`src/rtl/mano_io_pkg.sv`:
```
// Shared types and constants for the MANO serial I/O unit.
package mano_io_pkg;
    localparam int DATA_BITS       = 8;
    localparam int CLK_DIV_DEFAULT = 434;

    typedef enum logic [1:0] {
        RX_IDLE, RX_START, RX_DATA, RX_STOP
    } rx_state_t;

    typedef enum logic [1:0] {
        TX_IDLE, TX_START, TX_DATA, TX_STOP
    } tx_state_t;
endpackage

```
`src/rtl/mano_io_if.sv`:
```
// Control-unit side bus of the MANO I/O unit.
interface mano_io_if;
    logic [7:0] ac_in;
    logic       inp_exec;
    logic       out_exec;
    logic       ion;
    logic       iof;
    logic       int_ack;
    logic [7:0] inpr_out;
    logic       fgi;
    logic       fgo;
    logic       ien;
    logic       int_req;
    logic       rx_overrun;

    modport master (
        output ac_in, inp_exec, out_exec, ion, iof, int_ack,
        input  inpr_out, fgi, fgo, ien, int_req, rx_overrun
    );

    modport slave (
        input  ac_in, inp_exec, out_exec, ion, iof, int_ack,
        output inpr_out, fgi, fgo, ien, int_req, rx_overrun
    );
endinterface

```
`src/rtl/mano_uart_rx.sv`:
```
// UART receiver: rx synchroniser, frame FSM, byte_valid / framing_err pulses.
module mano_uart_rx
    import mano_io_pkg::*;
#(
    parameter int CLK_DIV = CLK_DIV_DEFAULT
) (
    input  logic       clk,
    input  logic       reset,
    input  logic       rx,
    output logic [7:0] rx_byte,
    output logic       byte_valid,
    output logic       framing_err
);
    localparam int CW = $clog2(CLK_DIV);
    localparam logic [CW-1:0] HALF = CW'(CLK_DIV / 2 - 1);
    localparam logic [CW-1:0] FULL = CW'(CLK_DIV - 1);

    rx_state_t     st_q, st_d;
    logic [CW-1:0] cnt_q, cnt_d;
    logic [2:0]    idx_q, idx_d;
    logic [7:0]    sh_q, sh_d;
    logic          s1_q, rx_s;

    always_ff @(posedge clk or posedge reset) begin
        if (reset) begin
            s1_q  <= 1'b1;
            rx_s  <= 1'b1;
            st_q  <= RX_IDLE;
            cnt_q <= '0;
            idx_q <= '0;
            sh_q  <= '0;
        end else begin
            s1_q  <= rx;
            rx_s  <= s1_q;
            st_q  <= st_d;
            cnt_q <= cnt_d;
            idx_q <= idx_d;
            sh_q  <= sh_d;
        end
    end

    always_comb begin
        st_d        = st_q;
        cnt_d       = cnt_q;
        idx_d       = idx_q;
        sh_d        = sh_q;
        byte_valid  = 1'b0;
        framing_err = 1'b0;
        unique case (st_q)
            RX_IDLE: if (!rx_s) begin
                st_d  = RX_START;
                cnt_d = HALF;
            end
            RX_START: if (cnt_q == '0) begin
                // A start bit that is gone by mid-bit was a glitch
                if (!rx_s) begin
                    st_d  = RX_DATA;
                    cnt_d = FULL;
                    idx_d = '0;
                end else begin
                    st_d = RX_IDLE;
                end
            end else begin
                cnt_d = cnt_q - CW'(1);
            end
            RX_DATA: if (cnt_q == '0) begin
                sh_d  = {rx_s, sh_q[7:1]};
                cnt_d = FULL;
                if (idx_q == 3'(DATA_BITS - 1)) st_d = RX_STOP;
                else idx_d = idx_q + 3'd1;
            end else begin
                cnt_d = cnt_q - CW'(1);
            end
            RX_STOP: if (cnt_q == '0) begin
                st_d        = RX_IDLE;
                byte_valid  = rx_s;
                framing_err = !rx_s;
            end else begin
                cnt_d = cnt_q - CW'(1);
            end
            default: st_d = RX_IDLE;
        endcase
    end

    assign rx_byte = sh_q;
endmodule

```
`src/rtl/mano_io_unit.sv`:
```
// MANO I/O unit: INPR/OUTR, FGI/FGO, IEN and the UART transmitter.
module mano_io_unit
    import mano_io_pkg::*;
#(
    parameter int CLK_DIV = CLK_DIV_DEFAULT
) (
    input  logic      clk,
    input  logic      reset,
    input  logic      rx,
    output logic      tx,
    mano_io_if.slave  bus
);
    localparam int CW = $clog2(CLK_DIV);
    localparam logic [CW-1:0] FULL = CW'(CLK_DIV - 1);

    logic [7:0]    rx_byte, inpr_q;
    logic          byte_valid, framing_unused;
    logic          fgi_q, ien_q, ovr_q;
    tx_state_t     tx_st_q, tx_st_d;
    logic [CW-1:0] tx_cnt_q, tx_cnt_d;
    logic [2:0]    tx_idx_q, tx_idx_d;
    logic [7:0]    outr_q, outr_d;
    logic          fgo_q, fgo_d, tx_q, tx_d;
    logic          fgi_free;

    mano_uart_rx #(.CLK_DIV(CLK_DIV)) u_rx (
        .clk         (clk),
        .reset       (reset),
        .rx          (rx),
        .rx_byte     (rx_byte),
        .byte_valid  (byte_valid),
        .framing_err (framing_unused)
    );

    // An INP in the same cycle frees INPR for the arriving byte
    assign fgi_free = !fgi_q || bus.inp_exec;

    always_ff @(posedge clk or posedge reset) begin
        if (reset) begin
            inpr_q <= '0;
            fgi_q  <= 1'b0;
            ovr_q  <= 1'b0;
            ien_q  <= 1'b0;
        end else begin
            if (byte_valid && fgi_free) begin
                inpr_q <= rx_byte;
                fgi_q  <= 1'b1;
            end else begin
                if (byte_valid) ovr_q <= 1'b1;
                if (bus.inp_exec) fgi_q <= 1'b0;
            end
            if (bus.int_ack || bus.iof) ien_q <= 1'b0;
            else if (bus.ion) ien_q <= 1'b1;
        end
    end

    always_ff @(posedge clk or posedge reset) begin
        if (reset) begin
            tx_st_q  <= TX_IDLE;
            tx_cnt_q <= '0;
            tx_idx_q <= '0;
            outr_q   <= '0;
            fgo_q    <= 1'b1;
            tx_q     <= 1'b1;
        end else begin
            tx_st_q  <= tx_st_d;
            tx_cnt_q <= tx_cnt_d;
            tx_idx_q <= tx_idx_d;
            outr_q   <= outr_d;
            fgo_q    <= fgo_d;
            tx_q     <= tx_d;
        end
    end

    always_comb begin
        tx_st_d  = tx_st_q;
        tx_cnt_d = tx_cnt_q;
        tx_idx_d = tx_idx_q;
        outr_d   = outr_q;
        fgo_d    = fgo_q;
        unique case (tx_st_q)
            TX_IDLE: if (bus.out_exec && fgo_q) begin
                outr_d   = bus.ac_in;
                fgo_d    = 1'b0;
                tx_st_d  = TX_START;
                tx_cnt_d = FULL;
            end
            TX_START: if (tx_cnt_q == '0) begin
                tx_st_d  = TX_DATA;
                tx_cnt_d = FULL;
                tx_idx_d = '0;
            end else begin
                tx_cnt_d = tx_cnt_q - CW'(1);
            end
            TX_DATA: if (tx_cnt_q == '0) begin
                tx_cnt_d = FULL;
                if (tx_idx_q == 3'(DATA_BITS - 1)) tx_st_d = TX_STOP;
                else tx_idx_d = tx_idx_q + 3'd1;
            end else begin
                tx_cnt_d = tx_cnt_q - CW'(1);
            end
            TX_STOP: if (tx_cnt_q == '0) begin
                tx_st_d = TX_IDLE;
                fgo_d   = 1'b1;
            end else begin
                tx_cnt_d = tx_cnt_q - CW'(1);
            end
            default: tx_st_d = TX_IDLE;
        endcase
        // Line level is registered from next state so tx never glitches
        tx_d = 1'b1;
        if (tx_st_d == TX_START) tx_d = 1'b0;
        else if (tx_st_d == TX_DATA) tx_d = outr_d[tx_idx_d];
    end

    assign tx             = tx_q;
    assign bus.inpr_out   = inpr_q;
    assign bus.fgi        = fgi_q;
    assign bus.fgo        = fgo_q;
    assign bus.ien        = ien_q;
    assign bus.rx_overrun = ovr_q;
    assign bus.int_req    = ien_q && (fgi_q || fgo_q);
endmodule

```
`src/flat_wrapper.sv`:
```
// flat-port wrapper written by rule: the top's interface ports become plain ports
module mano_io_unit_flat import mano_io_pkg::*;
#(
    parameter int CLK_DIV = CLK_DIV_DEFAULT
)
  (clk, reset, rx, tx, bus_ac_in, bus_inp_exec, bus_out_exec, bus_ion, bus_iof, bus_int_ack, bus_inpr_out, bus_fgi, bus_fgo, bus_ien, bus_int_req, bus_rx_overrun);
  mano_io_if bus_i ();
  input  logic clk;
  input  logic reset;
  input  logic rx;
  output logic tx;
  input wire logic [$bits(bus_i.ac_in)-1:0] bus_ac_in;
  input wire logic [$bits(bus_i.inp_exec)-1:0] bus_inp_exec;
  input wire logic [$bits(bus_i.out_exec)-1:0] bus_out_exec;
  input wire logic [$bits(bus_i.ion)-1:0] bus_ion;
  input wire logic [$bits(bus_i.iof)-1:0] bus_iof;
  input wire logic [$bits(bus_i.int_ack)-1:0] bus_int_ack;
  output wire logic [$bits(bus_i.inpr_out)-1:0] bus_inpr_out;
  output wire logic [$bits(bus_i.fgi)-1:0] bus_fgi;
  output wire logic [$bits(bus_i.fgo)-1:0] bus_fgo;
  output wire logic [$bits(bus_i.ien)-1:0] bus_ien;
  output wire logic [$bits(bus_i.int_req)-1:0] bus_int_req;
  output wire logic [$bits(bus_i.rx_overrun)-1:0] bus_rx_overrun;
  assign bus_i.ac_in = bus_ac_in;
  assign bus_i.inp_exec = bus_inp_exec;
  assign bus_i.out_exec = bus_out_exec;
  assign bus_i.ion = bus_ion;
  assign bus_i.iof = bus_iof;
  assign bus_i.int_ack = bus_int_ack;
  assign bus_inpr_out = bus_i.inpr_out;
  assign bus_fgi = bus_i.fgi;
  assign bus_fgo = bus_i.fgo;
  assign bus_ien = bus_i.ien;
  assign bus_int_req = bus_i.int_req;
  assign bus_rx_overrun = bus_i.rx_overrun;
  mano_io_unit #(.CLK_DIV(CLK_DIV)) u_core (.clk(clk), .reset(reset), .rx(rx), .tx(tx), .bus(bus_i));
endmodule
```
`config.mk`:
```
export PLATFORM = sky130hd
export DESIGN_NAME = mano_io_unit_flat
export DESIGN_NICKNAME = d
export VERILOG_FILES = /design/src/rtl/mano_io_pkg.sv /design/src/rtl/mano_io_if.sv /design/src/rtl/mano_uart_rx.sv /design/src/rtl/mano_io_unit.sv /design/src/flat_wrapper.sv
export SDC_FILE = /design/constraint.sdc
export NUM_CORES = 1
export LEC_CHECK = 0
export CAP_MARGIN = 40
export CORE_MARGIN = 10
export CORE_UTILIZATION = 40
export DETAILED_ROUTE_END_ITERATION = 8
export PLACE_DENSITY = 0.62
export SLEW_MARGIN = 30
export SYNTH_ARGS = -nofsm -noshare
export SYNTH_HDL_FRONTEND = slang
export SYNTH_SLANG_ARGS = --single-unit
```
`constraint.sdc`:
```
create_clock -name clk -period 3.05 [get_ports clk]
set_clock_uncertainty 0.15 [all_clocks]
set_input_delay 0.915 -clock clk [delete_from_list [all_inputs] [get_ports clk]]
set_output_delay 0.915 -clock clk [all_outputs]
set_load 0.02 [all_outputs]
```
==> results.ini, run 1 <==
[cells_and_area]
final_common_cell = dfrtp_1
postLayoutCoreUtil_pct = 49.33
n_antenna_cell = 0
areaGrowthSynthToFinish_pct = 20.76
drive_gt1_share_pct = 19.47
num-nets-final = 365
fin_cells = 441
layout_common_cells = dfrtp_1, clkdlybuf4s50_1, nand2_1

[critical_path]
crit_path_category = in -> reg
worst_setup_path_endpoint = u_core.tx$_DFF_PP1_
regToRegSetupSlack_ns = 0.32
critPathSlowestCell = clkdlybuf4s50_1
cp_max_fo = 4
r2r-end = u_core.tx$_DFF_PP1_
slowest_delay_ns = 0.53
worstReg2RegStart = u_core.tx_cnt_q[0]$_DFFE_PP0P_
path_depth = 6
critPathArrivalTime_ns = 2.86
timing.critical_path.buf_inv = 1
timing.critical_path.from_type = primary input
worstSetupEndpointType = register
cp_top_family = compound AO/OA/AOI/OAI gates
crit_path_start = bus_out_exec
worst_r2r_path_depth = 8
cp_data_required_time_ns = 3.16
timing.critical_path.cells = clkdlybuf4s50_1 -> nand3_1 -> mux2_2 -> or3_1 -> o2111a_1 -> o41a_1

[floorplanning]
dieArea_um2 = 11800
top_level_ports = 30
floorplan.initialDensity_pct = 40.85
die_y_um = 108.6
num_rows = 32
dieWidth_um = 108.6
core_area_um2 = 7687

[global_route]
grt_first_pass_wirelength_mm = 10.80
grt_max_degree = 60
grt_pass1_vias = 2289
grt.total_usage_pct = 11.42
grt_antenna_before_repair = 0
globalRoute.totalOverflow = 0

[logic_synthesis]
synthesis.nets = 323
number_of_enable_flip_flop_cells_after_synthesis = 0
synth_ff_type = dfrtp_1
seq_area_frac_synth_pct = 47.17
synthDistinctLibCells = 57
synthesis.instances = 292
synth.avg_cell_area_um2 = 10.76
async_flop_share_pct = 100.0
cell_area_after_technology_mapping_um2 = 3141
postSynthRegisterBits = 59
yosys_warnings = 0

[routing]
drt_pre_antenna_iters = 4
drt_drc_violations_left = 0
final_antenna_net_count = 0
drt_iter0_drc = 55
drt_wl_total_mm = 6.301
drt-wirelength-per-cell_um = 14.29
num_vias = 2337
viasPerCell = 5.299

[timing]
max_clock_freq_mhz = 363.6
report.final.setup_viol = 0
final_critical_path_share_of_the_clock_period_pct = 90.17
unrepaired_setup_endpoints_after_global_routing = no
finalWorstPathRequiredPeriod_ns = 2.750
max_slew.worst_pin.slew_ns = 0.6390
final-hold-violation-count = 0
timing.final.ws_setup_ns = 0.2997
max-slew-margin-rel_pct = 57.01
slew_violations = 0

[cts]
clock_tree.htree_level_count = 3
clock_insertion_delay_worst_skew_ns = 0.34
worst_setup_hold_path_clk_slew_ns = 0.07
cts_setup_buffers = 0
cts-buffers-inserted = 9
cts_sinks = 59
cts_tree = done
post_cts_resized = 0
holdBufCountCts = 0
cts.path.max_buffers = 2
clock-root-buffer = clkbuf_8

[power_and_ir_drop]
max_rail_drop_vdd_mv = 0.2057
power.static_leakage_uw = 0.001717
p_per_area_nw_per_um2 = 406.3

[outcome]
run_status = finished clean

[placement]
post-dp-hpwl_mm = 4.540
pre_cts_ws_ns = -0.03156
dpl.cell_count = 425
placement.io_buffers = 29
gp_congestion = 0.8597

[min_path]
min_path_cells = 0
timing.hold.worst.class = reg -> reg

[run]
timing.max_cap.violations = 0

[metrics by stage]
stage	TNS, ns	area, um^2	total power [uW]	hold WS, ns
global placement	-0.003015	3600	850.4	0.1963
global route	0	3792	1602	0.2082
finish	0	3792	1541	0.2041
floorplan	0	3141	818.2	0.1952
CTS	0	3792	1564	0.2039
detailed placement	-0.03156	3600	850.5	0.1969
[registers in the layout, indices dropped and copies added, names as in the netlist, named ones only]
register	cells
u_core.bus.inpr_out	8
u_core.bus.fgo	1
u_core.u_rx.rx_byte	8
u_core.bus.rx_overrun	1
u_core.u_rx.cnt_q	9
u_core.outr_q	8
u_core.tx	1
u_core.bus.fgi	1
u_core.tx_cnt_q	9
u_core.u_rx.s1_q	1
u_core.u_rx.st_q	1
u_core.tx_idx_q	3
u_core.bus.ien	1
u_core.tx_st_q	2
u_core.u_rx.idx_q	3
u_core.u_rx.rx_s	1
[kinds of logic after synthesis]
group,Yosys count,synth area share (%)
AOI/OAI and AO/OA,81,18.05
xor gates and xnor gates,2,0.5579
adders and majority gates,15,5.976
buffers and inverters,24,3.267
DFF,59,47.17
muxes,27,9.920
and+or+nand+nor,84,15.06
[power breakdown]
group	internal [uW]	switching [uW]
sequential	785	1.72
clock	374	334
combinational	23.5	23.2
total	1180	359
[synth_stat cells (2+ instances only)]
cell,instances,share of area (%)
dfrtp_1,55,44
nand2_1,27,3.2
mux2_2,23,8.2
a21oi_1,18,2.9
nor2_1,18,2.2
o21ai_0,18,2.9
inv_1,17,2.0
ha_1,15,6.0
nor3_1,9,1.4
a22o_1,7,2.0
a21o_1,6,1.4
buf_2,4,0.64
dfstp_2,4,3.3
nand2b_1,4,0.80
nand3_1,4,0.64
o31ai_1,4,0.96
a31oi_1,3,0.60
mux2i_1,3,0.96
nor4_1,3,0.60
o22a_1,3,0.84
or3_1,3,0.60
clkbuf_1,2,0.24
nand4_1,2,0.40
nor2b_1,2,0.40
nor3b_1,2,0.48
nor4_4,2,1.4
o2111a_1,2,0.72
o21ba_2,2,0.64
o41ai_1,2,0.56
[routing by layer]
layer  track usage (%)  wire length [um]
met3             3.153               210
met5                 0                 0
met1             14.35              2964
met4             5.085                92
met2             17.93              3034
[layout make-up]
type                            instances  area [um^2]
Fill cell                             732         3895
Multi-Input combinational cell        209         1556
Sequential cell                        59         1481
Timing Repair Buffer                   38        370.4
Tap cell                              102        127.6
Clock buffer                            9        123.9
Clock inverter                          7        68.82
Inverter                               17        63.81
[worst min-delay path by stage]
stage,startpoint,end,slack [ns]
after floorplan,u_core.u_rx.s1_q$_DFF_PP1_,u_core.u_rx.rx_s$_DFF_PP1_,0.20
after global placement,u_core.u_rx.s1_q$_DFF_PP1_,u_core.u_rx.rx_s$_DFF_PP1_,0.20
after detailed placement,u_core.u_rx.s1_q$_DFF_PP1_,u_core.u_rx.rx_s$_DFF_PP1_,0.20
after CTS,u_core.u_rx.s1_q$_DFF_PP1_,u_core.u_rx.rx_s$_DFF_PP1_,0.20
after global routing,u_core.u_rx.s1_q$_DFF_PP1_,u_core.u_rx.rx_s$_DFF_PP1_,0.21
final,u_core.u_rx.s1_q$_DFF_PP1_,u_core.u_rx.rx_s$_DFF_PP1_,0.20
Power figures use the tool's default switching activity.
==> run 2, diff against run 1 <==
--- a/config.mk
+++ b/config.mk
@@ -13,4 +13,5 @@
 export SLEW_MARGIN = 30
 export SYNTH_ARGS = -nofsm -noshare
 export SYNTH_HDL_FRONTEND = slang
+export SYNTH_HIERARCHICAL = 1
 export SYNTH_SLANG_ARGS = --single-unit
==> run 2 against run 1 <==
Synthesized cell count is 3.4% higher. Design area is 1.3% higher. Worst setup slack worse by 0.082 ns.
==> results.ini, run 2 <==
[placement]
placement.io_buffers = 29  ; unchanged
post-dp-hpwl_mm = 4.844  ; +6.7%
gp_congestion = 0.8650  ; +0.62%
dpl.cell_count = 435  ; +2.4%
placement.cell_area_um2 = 3633  ; +0.94%

[cts]
cts_tree = done
cts.path.max_buffers = 2  ; unchanged
cts_sinks = 59  ; unchanged
clock_tree.htree_level_count = 3  ; unchanged
clock-root-buffer = clkbuf_8
cts-buffers-inserted = 9  ; unchanged
cts_setup_buffers = 0  ; unchanged
worst_setup_hold_path_clk_slew_ns = 0.07  ; about the same
clock_insertion_delay_worst_skew_ns = 0.33  ; about the same

[global_route]
grt_pass1_vias = 2529  ; +10%
grt_antenna_before_repair = 0  ; unchanged
grt_first_pass_wirelength_mm = 11.74  ; +8.8%
grt_max_degree = 36  ; -40%
grt.total_usage_pct = 12.21  ; +0.80 points
globalRoute.totalOverflow = 0  ; unchanged

[floorplanning]
floorplan.initialDensity_pct = 41.09  ; +0.24 points
dieWidth_um = 109.1  ; +0.46%
die_y_um = 109.1  ; +0.46%
core_area_um2 = 7727  ; +0.52%
dieArea_um2 = 11900  ; +0.91%
num_rows = 32  ; unchanged
top_level_ports = 30  ; unchanged

[logic_synthesis]
cell_area_after_technology_mapping_um2 = 3176  ; +1.1%
yosys_warnings = 6  ; +6
synthesis.nets = 333  ; +3.1%
synthesis.instances = 302  ; +3.4%
synth.avg_cell_area_um2 = 10.52  ; -2.2%

[critical_path]
crit_path_category = reg -> reg
critPathArrivalTime_ns = 2.93  ; +0.07 ns
cp_max_fo = 5  ; +1
timing.critical_path.from_type = register
cp_data_required_time_ns = 3.15  ; about the same
worstSetupEndpointType = register
regToRegSetupSlack_ns = 0.22  ; -0.10 ns

[timing]
report.final.setup_viol = 0  ; unchanged
max_slew.worst_pin.slew_ns = 0.7909  ; +0.1519 ns
max-slew-margin-rel_pct = 47.16  ; -9.8 points
slew_violations = 0  ; unchanged
final-hold-violation-count = 0  ; unchanged
final_critical_path_share_of_the_clock_period_pct = 92.86  ; +2.7 points
max_clock_freq_mhz = 353.1  ; -2.9%
unrepaired_setup_endpoints_after_global_routing = no
fin_hold_ws_ns = 0.2060  ; +0.001912 ns
fin_tns_setup_ns = 0  ; unchanged
finalWorstPathRequiredPeriod_ns = 2.832  ; +0.08201 ns

[routing]
drt_pre_antenna_iters = 4  ; unchanged
viasPerCell = 5.335  ; +0.67%
num_vias = 2406  ; +3.0%
drt_drc_violations_left = 0  ; unchanged
drt_wl_total_mm = 6.656  ; +5.6%
drt_iter0_drc = 100  ; +82%
drt-wirelength-per-cell_um = 14.76  ; +3.3%
final_antenna_net_count = 0  ; unchanged

[power_and_ir_drop]
p_per_area_nw_per_um2 = 403.0  ; -0.83%
max_rail_drop_vdd_mv = 0.2717  ; +32%
power.static_leakage_uw = 0.001756  ; +2.3%

[cells_and_area]
num-nets-final = 375  ; +2.7%
largestRegisters = u_core/tx_cnt_q: 9 flops, u_core/u_rx/cnt_q: 9 flops
fin_cells = 451  ; +2.3%
final_common_cell = dfrtp_1
drive_gt1_share_pct = 19.20  ; -0.27 points
n_antenna_cell = 0  ; unchanged
layout_common_cells = dfrtp_1, clkdlybuf4s50_1, mux2_2
areaGrowthSynthToFinish_pct = 21.00
layout.cell_area.non_filler_um2 = 3842  ; +1.3%

[min_path]
timing.hold.worst.class = reg -> reg

[outcome]
run_status = finished clean

[run]
timing.max_cap.violations = 0  ; unchanged

## run 2: metrics by stage
stage / power (uW) / util [%] / worst slack, ns
finish: 1548 / 49.72 / 0.2177
floorplan: 816.3 / - / 0.2615
global placement: 845.8 / 46.96 / 0.1366
detailed placement: 845.8 / 47.02 / 0.1296
CTS: 1577 / 49.66 / 0.1331
global route: 1616 / 49.72 / 0.05172
## run 2: repair_timing
action	4_1_cts	5_1_grt
setup endpoints to repair	0	1
hold buffers	0	0
resized for setup	0	1
## run 2: report_power, final
part           switching [uW]  internal [uW]
sequential               1.87            786
combinational            20.8           21.4
clock                     298            420
total                     321           1230
## run 2: worst max-delay path: stages, from the launching register on
cell	delay (ns)
dfrtp_1	0.38
inv_1	0.07
ha_1	0.20
or4b_1	0.52
o41ai_1	0.38
a31oi_1	0.17
nor2_2	0.24
mux2_2	0.36
a2bb2oi_1	0.17
a32oi_1	0.11
## run 2: final cells by class
class	instances	area, um^2
Timing Repair Buffer	39	362.8
Fill cell	706	3885
Inverter	21	78.83
Multi-Input combinational cell	214	1588
Sequential cell	59	1481
Clock buffer	12	155.1
Tap cell	102	127.6
Clock inverter	4	48.80
## run 2: routing by layer
layer | GRT usage (%) | up-vias | share of wire, %
met4 | 4.049 | 0 | 1.2
met5 | 0 | - | 0
met3 | 4.307 | 8 | 4.6
met1 | 14.19 | 1168 | 45
met2 | 20.52 | 34 | 49
li1 | - | 1196 | -
## run 2: path summary, 6_finish.rpt
kind                                           startpoint                                to  cells after the start
min in group asynchronous                           reset  u_core/u_rx/idx_q[0]$_DFFE_PP0P_                      2
max                        u_core/tx_cnt_q[0]$_DFFE_PP0P_               u_core/tx$_DFF_PP1_                      9
min reg2reg                    u_core/u_rx/s1_q$_DFF_PP1_        u_core/u_rx/rx_s$_DFF_PP1_                      0
max in group asynchronous                           reset  u_core/u_rx/cnt_q[0]$_DFFE_PP0P_                      3
min                            u_core/u_rx/s1_q$_DFF_PP1_        u_core/u_rx/rx_s$_DFF_PP1_                      0
max reg2reg                u_core/tx_cnt_q[0]$_DFFE_PP0P_               u_core/tx$_DFF_PP1_                      9
==> run 3, diff against run 2 <==
--- a/config.mk
+++ b/config.mk
@@ -5,6 +5,7 @@
 export SDC_FILE = /design/constraint.sdc
 export NUM_CORES = 1
 export LEC_CHECK = 0
+export ABC_AREA = 1
 export CAP_MARGIN = 40
 export CORE_MARGIN = 10
 export CORE_UTILIZATION = 40
==> run 3 against run 2 <==
Sequential power hardly changed. Critical path depth is 7 lower. Fmax is 5.5% higher. Critical endpoint is now bus_int_req. Largest cell class unchanged. Largest power group unchanged.
==> results.ini, run 3 <==
[timing]
max_slew.worst_pin.slew_ns = 0.4593  ; -0.3316 ns
report.final.setup_viol = 0  ; unchanged
fin_tns_setup_ns = 0  ; unchanged
final-hold-violation-count = 0  ; unchanged
final_critical_path_share_of_the_clock_period_pct = 88.01  ; -4.9 points
max-slew-margin-rel_pct = 69.35  ; +22 points
finalWorstPathRequiredPeriod_ns = 2.684  ; -0.1480 ns
unrepaired_setup_endpoints_after_global_routing = no
max_clock_freq_mhz = 372.5  ; +5.5%
slew_violations = 0  ; unchanged

[placement]
post-dp-hpwl_mm = 5.265  ; +8.7%
placement.io_buffers = 29  ; unchanged
placement.cell_area_um2 = 3764  ; +3.6%
gp_congestion = 0.9102  ; +5.2%

[power_and_ir_drop]
total_net_switching_power_uw = 312.3  ; -2.6%
power.static_leakage_uw = 0.002026  ; +15%
power_switching_share_pct = 20.32  ; -0.39 points
part_of_the_total_power_dissipated_in_sequential_elements_pct = 51.2  ; +0.3 points
internal_power_uw = 1225  ; -0.26%
clkPwrFrac_pct = 45.8  ; -0.6 points
share_comb_of_total_power_pct = 2.9  ; +0.2 points
max_rail_drop_vdd_mv = 0.2117  ; -22%
p_per_area_nw_per_um2 = 388.3  ; -3.6%

[critical_path]
worstSetupEndpointType = primary output
crit_path_category = reg -> out
cp_max_fo = 4  ; -1
critPathArrivalTime_ns = 1.62  ; -1.31 ns
cp_data_required_time_ns = 1.98  ; -1.17 ns
timing.critical_path.from_type = register

[routing]
final_antenna_net_count = 0  ; unchanged
drt-wirelength-per-cell_um = 12.85  ; -13%
drt_iter0_drc = 114  ; +14%
viasPerCell = 4.774  ; -11%
drt_pre_antenna_iters = 5  ; +1
drt_drc_violations_left = 0  ; unchanged
num_vias = 2554  ; +6.2%
drt_wl_total_mm = 6.874  ; +3.3%

[run]
timing.max_cap.violations = 0  ; unchanged

[logic_synthesis]
yosys_warnings = 6  ; unchanged
cell_area_after_technology_mapping_um2 = 3356  ; +5.7%
synthesis.nets = 419  ; +26%
synthesis.instances = 388  ; +28%
synth.avg_cell_area_um2 = 8.649  ; -18%

[floorplanning]
top_level_ports = 30  ; unchanged
core_area_um2 = 8175  ; +5.8%
dieWidth_um = 111.6  ; +2.3%
floorplan.initialDensity_pct = 41.05  ; -0.048 points
dieArea_um2 = 12450  ; +4.6%
die_y_um = 111.6  ; +2.3%
num_rows = 33  ; +3.1%

[cells_and_area]
num-nets-final = 457  ; +22%
final_common_cell = nand2_1
layout_common_cells = nand2_1, dfrtp_1, inv_1
areaGrowthSynthToFinish_pct = 17.93
largestRegisters = u_core/tx_cnt_q: 9 flops, u_core/u_rx/cnt_q: 9 flops
layout.cell_area.non_filler_um2 = 3958  ; +3.0%
drive_gt1_share_pct = 18.14  ; -1.1 points
n_antenna_cell = 0  ; unchanged

[global_route]
grt_pass1_vias = 2590  ; +2.4%
grt_first_pass_wirelength_mm = 12.54  ; +6.8%
grt.total_usage_pct = 11.79  ; -0.42 points
globalRoute.totalOverflow = 0  ; unchanged
grt_max_degree = 22  ; -39%
grt_antenna_before_repair = 0  ; unchanged

[cts]
clock_tree.htree_level_count = 3  ; unchanged
post_cts_resized = 0  ; unchanged
cts_tree = done
cts_sinks = 59  ; unchanged
clock-root-buffer = clkbuf_8
holdBufCountCts = 0  ; unchanged
clock_insertion_delay_worst_skew_ns = 0.33  ; about the same
worst_setup_hold_path_clk_slew_ns = 0.06  ; about the same
cts-buffers-inserted = 9  ; unchanged
cts.path.max_buffers = 2  ; unchanged
cts_setup_buffers = 0  ; unchanged

[outcome]
run_status = finished clean

[min_path]
timing.hold.worst.class = reg -> reg

-- run 3: critical path: stages (launching register included) --
cell,delay (ns)
dfstp_2,0.57
o21a_1,0.13
clkdlybuf4s50_1,0.60
-- run 3: final timing paths --
check,from,to,depth (start not counted),slack [ns]
setup / recovery,u_core/bus.fgo$_DFFE_PP1P_,bus_int_req,2,0.37
hold / removal,u_core/u_rx/s1_q$_DFF_PP1_,u_core/u_rx/rx_s$_DFF_PP1_,0,0.21
setup reg to reg,u_core/u_rx/cnt_q[0]$_DFFE_PP0P_,u_core/bus.inpr_out[1]$_DFFE_PP0P_,10,0.67
hold reg to reg,u_core/u_rx/s1_q$_DFF_PP1_,u_core/u_rx/rx_s$_DFF_PP1_,0,0.21
max in group asynchronous,reset,u_core/u_rx/rx_byte[7]$_DFFE_PP0P_,3,1.40
min in group asynchronous,reset,u_core/u_rx/cnt_q[5]$_DFFE_PP0P_,2,0.78
-- run 3: layer usage --
| layer | vias up | wire length (um) | share of wire, % | track usage [%] |
|---|---|---|---|---|
| li1 | 1324 | - | - | - |
| met1 | 1193 | 3196 | 46 | 14.57 |
| met2 | 30 | 3434 | 50 | 19.77 |
| met3 | 7 | 165 | 2.4 | 2.738 |
| met4 | 0 | 78 | 1.1 | 3.856 |
| met5 | - | 0 | 0 | 0 |
-- run 3: layout make-up --
cell class | instances | area (um^2)
clock buffer | 13 | 158.9
clock inverter | 2 | 35.03
fill | 793 | 4218
inverter | 53 | 211.5
multi-input combinational | 271 | 1627
sequential | 59 | 1481
tap | 105 | 131.4
timing repair buffer | 32 | 312.8
-- run 3: power by group through the flow --
stage	Sequential, uW	Combinational (uW)	Clock, uW
final	787	45.1	705
after global routing	787	51.2	765
after CTS	787	47.3	729
after detailed placement	801	47.2	0
after global placement	801	46.8	0
after floorplan	802	15.0	0
-- run 3: per-stage QoR --
stage / total power (uW) / worst slack, ns / util, % / instances / hold slack [ns]
2_1_floorplan: 816.9 / 0.9667 / - / 388 / 0.1952
3_5_place_dp: 848.6 / 0.4335 / 46.04 / 520 / 0.2008
4_1_cts: 1563 / 0.3258 / 48.41 / 535 / 0.2103
6_report: 1537 / 0.3657 / 48.41 / 535 / 0.2081
3_3_place_gp: 848.1 / 0.4558 / 46.04 / 520 / 0.1959
5_1_grt: 1602 / 0.3158 / 48.41 / 535 / 0.2150
